**src/rtl/nb_cell_scheduler.sv**
```systemverilog
// Neighbor-cell sweep sequencer: walks the half or full shell around
// one home cell and issues wrapped neighbor IDs as valid/ready tokens.
package MD_pkg;
  localparam int GLOBAL_CELL_ID_WIDTH = 5;
  localparam int CELL_ID_WIDTH = 2;
endpackage

module nb_cell_scheduler
  import MD_pkg::*;
#(
  parameter int GDIM_X     = 3,
  parameter int GDIM_Y     = 3,
  parameter int GDIM_Z     = 3,
  parameter bit HALF_SHELL = 1'b1
) (
  input  logic                            clk,
  input  logic                            rst_n,
  input  logic                            i_start,
  input  logic                            i_abort,
  input  logic [GLOBAL_CELL_ID_WIDTH-1:0] i_home_gcid_x,
  input  logic [GLOBAL_CELL_ID_WIDTH-1:0] i_home_gcid_y,
  input  logic [GLOBAL_CELL_ID_WIDTH-1:0] i_home_gcid_z,
  input  logic                            i_nb_ready,
  output logic                            o_nb_valid,
  output logic [GLOBAL_CELL_ID_WIDTH-1:0] o_nb_gcid_x,
  output logic [GLOBAL_CELL_ID_WIDTH-1:0] o_nb_gcid_y,
  output logic [GLOBAL_CELL_ID_WIDTH-1:0] o_nb_gcid_z,
  output logic [CELL_ID_WIDTH-1:0]        o_nb_cid_x,
  output logic [CELL_ID_WIDTH-1:0]        o_nb_cid_y,
  output logic [CELL_ID_WIDTH-1:0]        o_nb_cid_z,
  output logic [4:0]                      o_nb_idx,
  output logic                            o_busy,
  output logic                            o_done,
  output logic                            o_err
);

  localparam int GW = GLOBAL_CELL_ID_WIDTH;
  localparam int CW = CELL_ID_WIDTH;

  localparam logic [CW-1:0] C_M = 2'b01;
  localparam logic [CW-1:0] C_Z = 2'b10;
  localparam logic [CW-1:0] C_P = 2'b11;
  localparam logic [CW-1:0] C_START = HALF_SHELL ? C_Z : C_M;

  localparam logic [GW-1:0] XM1 = GW'(GDIM_X - 1);
  localparam logic [GW-1:0] YM1 = GW'(GDIM_Y - 1);
  localparam logic [GW-1:0] ZM1 = GW'(GDIM_Z - 1);

  typedef enum logic [1:0] {
    IDLE,
    ISSUE,
    DONE
  } state_t;

  state_t        state_q;
  logic [GW-1:0] hx_q, hy_q, hz_q;
  logic [CW-1:0] dx_q, dy_q, dz_q;
  logic [4:0]    idx_q;
  logic          done_q;
  logic          err_q;

  function automatic logic [GW-1:0] wrap(
    input logic [GW-1:0] h,
    input logic [CW-1:0] c,
    input logic [GW-1:0] dm1
  );
    case (c)
      C_P:     wrap = (h == dm1) ? '0 : h + 1'b1;
      C_M:     wrap = (h == '0) ? dm1 : h - 1'b1;
      default: wrap = h;
    endcase
  endfunction

  function automatic logic [CW-1:0] nxt(
    input logic [CW-1:0] c
  );
    nxt = (c == C_P) ? C_M : c + 2'd1;
  endfunction

  logic in_range;
  logic hs;
  logic last;

  assign in_range =
    ({1'b0, i_home_gcid_x} < (GW+1)'(GDIM_X)) &&
    ({1'b0, i_home_gcid_y} < (GW+1)'(GDIM_Y)) &&
    ({1'b0, i_home_gcid_z} < (GW+1)'(GDIM_Z));

  assign hs   = (state_q == ISSUE) && i_nb_ready;
  assign last = (dx_q == C_P) && (dy_q == C_P) &&
                (dz_q == C_P);

  always_ff @(posedge clk) begin
    if (!rst_n) begin
      state_q <= IDLE;
      hx_q    <= '0;
      hy_q    <= '0;
      hz_q    <= '0;
      dx_q    <= '0;
      dy_q    <= '0;
      dz_q    <= '0;
      idx_q   <= '0;
      done_q  <= 1'b0;
      err_q   <= 1'b0;
    end else begin
      done_q <= 1'b0;
      err_q  <= 1'b0;
      unique case (state_q)
        IDLE: begin
          if (i_start && in_range) begin
            hx_q    <= i_home_gcid_x;
            hy_q    <= i_home_gcid_y;
            hz_q    <= i_home_gcid_z;
            dx_q    <= C_START;
            dy_q    <= C_START;
            dz_q    <= C_START;
            idx_q   <= '0;
            state_q <= ISSUE;
          end else if (i_start) begin
            err_q <= 1'b1;
          end
        end
        ISSUE: begin
          // abort wins even when the current token is consumed
          if (i_abort) begin
            state_q <= IDLE;
          end else if (hs && last) begin
            state_q <= DONE;
            done_q  <= 1'b1;
          end else if (hs) begin
            dz_q  <= nxt(dz_q);
            idx_q <= idx_q + 5'd1;
            if (dz_q == C_P) dy_q <= nxt(dy_q);
            if (dz_q == C_P && dy_q == C_P)
              dx_q <= nxt(dx_q);
          end
        end
        DONE:    state_q <= IDLE;
        default: state_q <= IDLE;
      endcase
    end
  end

  assign o_nb_valid = (state_q == ISSUE);
  assign o_busy     = (state_q != IDLE);
  assign o_done     = done_q;
  assign o_err      = err_q;

  assign o_nb_idx    = o_nb_valid ? idx_q : '0;
  assign o_nb_cid_x  = o_nb_valid ? dx_q : '0;
  assign o_nb_cid_y  = o_nb_valid ? dy_q : '0;
  assign o_nb_cid_z  = o_nb_valid ? dz_q : '0;
  assign o_nb_gcid_x = o_nb_valid ? wrap(hx_q, dx_q, XM1) : '0;
  assign o_nb_gcid_y = o_nb_valid ? wrap(hy_q, dy_q, YM1) : '0;
  assign o_nb_gcid_z = o_nb_valid ? wrap(hz_q, dz_q, ZM1) : '0;

endmodule

```
**config.mk**
```make
export PLATFORM = sky130hd
export DESIGN_NAME = nb_cell_scheduler
export DESIGN_NICKNAME = d
export VERILOG_FILES = /design/src/rtl/nb_cell_scheduler.sv
export SDC_FILE = /design/constraint.sdc
export NUM_CORES = 1
export LEC_CHECK = 0
export BUFFER_PORTS_ARGS = -buffer_cell sky130_fd_sc_hd__buf_2
export CORE_ASPECT_RATIO = 0.6
export CORE_UTILIZATION = 58
export DETAILED_ROUTE_END_ITERATION = 10
export PLACE_DENSITY = 0.85
export SLEW_MARGIN = 20
export SYNTH_ARGS = -nofsm -noshare
export SYNTH_HDL_FRONTEND = slang
export SYNTH_SLANG_ARGS = --single-unit
```
**constraint.sdc**
```tcl
create_clock -name clk -period 3.05 [get_ports clk]
set_clock_uncertainty 0.2 [all_clocks]
set_input_delay 0 -clock clk [delete_from_list [all_inputs] [get_ports clk]]
set_output_delay 0 -clock clk [all_outputs]
set_load 0.01 [all_outputs]
```
# Word level (Yosys, flattened, before mapping)
# Index checks and enable logic that the tools add are counted.
classes:
  n_eq_ne: 17
  reduce_logical: 21
  add_sub_neg: 10
  muxes: 45
  n_bitwise: 3
  magnitude_cmp: 3
op_table:
  columns: ["op", "count"]
  rows:
  - ["$mux 5", 14]
  - ["$mux 2", 21]
  - ["$pmux 5 s2", 4]
  - ["$add 5x1->5 const B", 4]
  - ["$pmux 2 s2", 4]
  - ["$eq 5x2->1 const B", 3]
  - ["$logic_not 5->1", 3]
  - ["$lt 5x2->1 const B", 3]
  - ["$sub 5x1->5 const B", 3]
  - ["$reduce_and 6->1", 2]
  - ["$eq 2x1->1 const B", 4]
  - ["$logic_and 1x1->1", 8]
  - ["$add 2x1->2 const B", 3]
  - ["$eq 2x2->1 const B", 3]
  - ["$ne 2x1->1 const B", 3]
  - ["$ne 2x2->1 const B", 3]
  - ["$reduce_or 3->1", 2]
  - ["$reduce_and 5->1", 1]
  - ["$reduce_and 2->1", 2]
  - ["$reduce_bool 2->1", 2]
  - ["$ne 3x2->1 const B", 1]
  - ["$not 1->1", 3]
  - ["$logic_not 2->1", 1]
  - ["$mux 1", 2]
totals:
  input_bits: 20
  out_inout_bits: 30
  reg_bits: 30
  elab_cells: 109

# Depth between registers and ports, before layout
depth:
  word_depth: 7
  mapped_depth: 6
  mapped_depth_nobuf: 6

# Worst setup path before layout
# OpenSTA, ideal clock, no wires.
synth_path:
  path_type: "flip-flop to flip-flop"
  startpoint: "reg state_q[1]"
  endpoint: "reg dy_q[1]"
  required_time_ns: 2.764
  arrival_time_ns: 1.390
  stages_incl_launch_ff: 6
  n_path_buf: 2
  period_less_slack_ns: 1.677
  setup_ns: 0.086
  slack_ns: 1.373
  path_cell_list: "dfxtp_1 -> or2_1 -> buf_4 -> or3_4 -> buf_6 -> a221oi_2"
synth_via:
  elab_chain_cells: 5
  elab_cells_between_ends: 12
  classes_between: "6 x eq/ne; 1 x mux; 5 x reduce/logical"
synth_rtl:
  columns: ["element", "line_no", "text"]
  rows:
  - ["from (decl)", "55", "state_t state_q;"]
  - ["from (signal assigned)", "95", "state_q <= IDLE;"]
  - ["from (signal assigned)", "118", "state_q <= ISSUE;"]
  - ["from (signal assigned)", "126", "state_q <= IDLE;"]
  - ["$eq 2x1->1", "89, 108", null]
  - ["$logic_and 1x1->1", "89", "assign hs = (state_q == ISSUE) && i_nb_ready;"]
  - ["$logic_and 1x1->1", "127", "end else if (hs && last) begin"]
  - ["$ne 2x2->1 (no source line)", null, null]
  - ["$reduce_and 6->1 (no source line)", null, null]
  - ["to (signal assigned)", "133", "if (dz_q == C_P) dy_q <= nxt(dy_q);"]
  - ["to (decl)", "57", "logic [CW-1:0] dx_q, dy_q, dz_q;"]
# Parallel ways exist; a longest one is shown, timed or not.
# A chain may end at the register's enable or synchronous reset.

# Worst setup path in the final report
layout_path:
  startpoint: "reg dz_q[0]"
  endpoint: "out o_nb_gcid_z[2]"
layout_via:
  elab_chain_cells: 3
  elab_cells_between_ends: 4
  classes_between: "2 x eq/ne; 2 x mux"
layout_rtl:
  columns: ["element", "line_no", "text"]
  rows:
  - ["from (decl)", "57", null]
  - ["from (signal assigned)", "131", "dz_q <= nxt(dz_q);"]
  - ["$eq 2x1->1 or $eq 2x2->1 (tied branches)", "67", "case (c)"]
  - ["$pmux 5 s2 (*)", "67", null]
  - ["$mux 5 (*)", "155", "assign o_nb_gcid_z = o_nb_valid ? wrap(hz_q, dz_q, ZM1) : '0;"]
  - ["to (decl)", "27", "output logic [GLOBAL_CELL_ID_WIDTH-1:0] o_nb_gcid_z,"]
# Mark *: on every way between the ends. The rest lies on a longest branch, timed or not.

==> flow_summary.ini <==
[final_layout]
final_cells = 369
final_common_cell = buf_2
layout_common_cells = buf_2, nand2_1, dfxtp_1
drive_above_1_share = 0.201
finish.utilization = 0.772
final_area_um2 = 2630
nFillCells = 266
diodes = 0
nets = 363
area_delta_synth_final_pct = 21.5

[global_routing]
grt_max_degree = 31
grt-ovfl-total = 0
antenna_found_initial = 0
track_usage = 0.307
grt_pass1_wl_um = 9350
grt_pass1_vias = 2012

[clock_network]
cts_made_buffers = 5
cts-root-buf = clkbuf_8
clk_pin_slew_ns = 0.07
cts_tree = yes
clockBufferDepth = 2
h-tree-depth = 2
numClockSinks = 30
post-cts-setup-buffers = 0
clock_latency_ns = 0.28

[logic_synthesis]
ys_seq_area_frac = 0.278
synth_cell_types = 49
synth_edf_count = 0
syn_avg_cell_area_um2 = 8.01
synthArstFlopShare = 0
syn_area_um2 = 2160
synth_nets = 310
synth_seq_cells = 30
synthFlopType = dfxtp_1
synth_warnings = 0
syn_inst = 270

[floorplanning]
start_util = 0.636
die_x_um = 80.8
die_h_um = 49.3
std_cell_rows = 16
die-area_um2 = 3990
io_pins = 50
core_area_um2 = 3400

[setup_path]
path_class = flip-flop to primary output
r2r-end = state_q[0]
worstSetupEndpointType = primary output
start_kind = flip-flop
ff2ff_path_depth = 5
crit_start = dz_q[0]
critPathArrivalTime_ns = 2.10
worstSetupEndpoint = o_nb_gcid_z[2]
required_ns = 2.85
r2r_setup_slack_ns = 0.78
crit_fanout = 12
timing.rr.start = dz_q[0]

[timing]
fin_crit_sh = 0.754
max_slew_margin = 0.520
rsz0062_at_grt = false
min_period_ns = 2.30
finalHoldViolations = 0
tightest_slew_ns = 0.719
fmax_ghz = 0.435
setup_tns_ns = 0
setup-violations-final = 0
drv_slew = 0

[placed_design]
gp_congestion = 0.860
placed_area_um2 = 2400
place_hpwl_um = 3720
port_buffers = 49
placed_cells_incl_taps = 349

[run]
drv_cap = 0

[route]
post_drt_wl_per_cell_um = 15.2
vias_per_cell = 5.94
drtIter0Drc = 141
drtPass1Iterations = 5
wl_um = 5620
drc = 0
vias = 2193
final_antenna_net_count = 0

[power]
vdd_ir_drop_max_mv = 0.294
p_per_area_nw_per_um2 = 310
leakage_nw = 1.13

[hold_path]
worstHoldPathType = primary input to flip-flop

[outcome]
outcome = completed
## Yosys cell counts, types with 2 or more instances
library cell	count	area share
nand2_1	31	0.054
dfxtp_1	30	0.28
ha_1	20	0.12
nor2_1	20	0.035
inv_1	16	0.028
o21ai_0	16	0.037
clkbuf_1	13	0.023
and3_1	11	0.032
nand3_1	11	0.025
a21oi_1	9	0.021
nor3_1	9	0.021
and2_1	8	0.023
mux2i_1	8	0.037
xnor2_1	5	0.020
a221oi_1	4	0.016
a31oi_1	4	0.012
nand3b_1	4	0.014
o311a_1	4	0.019
a22oi_1	3	0.010
nand4_1	3	0.0087
nor2b_1	3	0.0087
o31a_1	3	0.012
a21boi_1	2	0.0069
nand2b_1	2	0.0058
nor3b_1	2	0.0069
nor4b_1	2	0.0081
o32ai_1	2	0.0081
o41a_1	2	0.010
or4_1	2	0.0069
xor2_1	2	0.0081
## per-layer routing
metal / global-route usage / vias up / wire, um
met3: 0.0766 / 12 / 544
met2: 0.468 / 126 / 2420
li1: - / 1072 / -
met4: 0.101 / 0 / 78
met1: 0.421 / 983 / 2580
met5: 0 / - / 0
## worst max-delay path: stages (launching register included)
cell and delay, ns:
dfxtp_1 0.40, ha_1 0.45, a21boi_1 0.38, a221oi_1 0.13, a211oi_1 0.27, buf_2 0.18
## state kept, by name, summed over array words and instances, names as in the netlist
name / flops
hx_q: 5
hy_q: 5
hz_q: 5
idx_q: 5
dx_q: 2
dy_q: 2
dz_q: 2
state_q: 2
o_done: 1
o_err: 1
## power by group
| group | total (W) | leakage (nW) | switching [W] | internal, W |
|---|---|---|---|---|
| registers | 0.000393 | 0.242 | 0.000000238 | 0.000392 |
| logic | 0.0000445 | 0.828 | 0.0000217 | 0.0000228 |
| clock network | 0.000378 | 0.0575 | 0.000151 | 0.000228 |
| total | 0.000816 | 1.13 | 0.000173 | 0.000643 |
## worst min-delay path by stage
| stage | startpoint | to | slack (ns) | cells after the start |
|---|---|---|---|---|
| after floorplan | i_start | o_err | -0.08 | 2 |
| after global placement | i_start | o_err | 0.04 | 3 |
| after detailed placement | i_start | o_err | 0.04 | 3 |
| after CTS | i_home_gcid_y[3] | o_err | 0.09 | 5 |
| after global routing | i_home_gcid_y[4] | o_err | 0.15 | 5 |
| final | i_home_gcid_y[3] | o_err | 0.1 | 5 |
## logic make-up (layout without fill, tap and decap cells)
family / Yosys count / after routing / synth area share
compound gates: 57 / 57 / 0.187
xor+xnor: 7 / 7 / 0.0283
fa+ha+maj: 20 / 20 / 0.116
buf+inv: 32 / 86 / 0.0607
flops: 30 / 30 / 0.278
mux: 9 / 9 / 0.0422
simple gates: 115 / 115 / 0.288
## stage by stage
| stage | hold slack, ns | setup slack [ns] | power (W) |
|---|---|---|---|
| after floorplan | -0.0817 | 1.37 | 0.000415 |
| after global placement | 0.0353 | 1.12 | 0.000434 |
| after detailed placement | 0.0396 | 1.11 | 0.000434 |
| after CTS | 0.0934 | 0.798 | 0.000819 |
| after global routing | 0.145 | 0.583 | 0.000844 |
| final | 0.0985 | 0.749 | 0.000816 |
## layout make-up
type                    count  area, um2  share of cell area
inverters                  17       63.8              0.0243
well taps                  45       56.3              0.0214
flip-flops and latches     30        601               0.229
clock buffers               8        110              0.0419
multi-input cells         208       1430               0.545
repair buffers             61        365               0.139
## what timing repair did
action / in CTS / in global routing
hold buffers: 12 / 0
hold endpoints to repair: 11 / 0
resized for setup: 0 / 0
(Power assumes the default switching activity.)
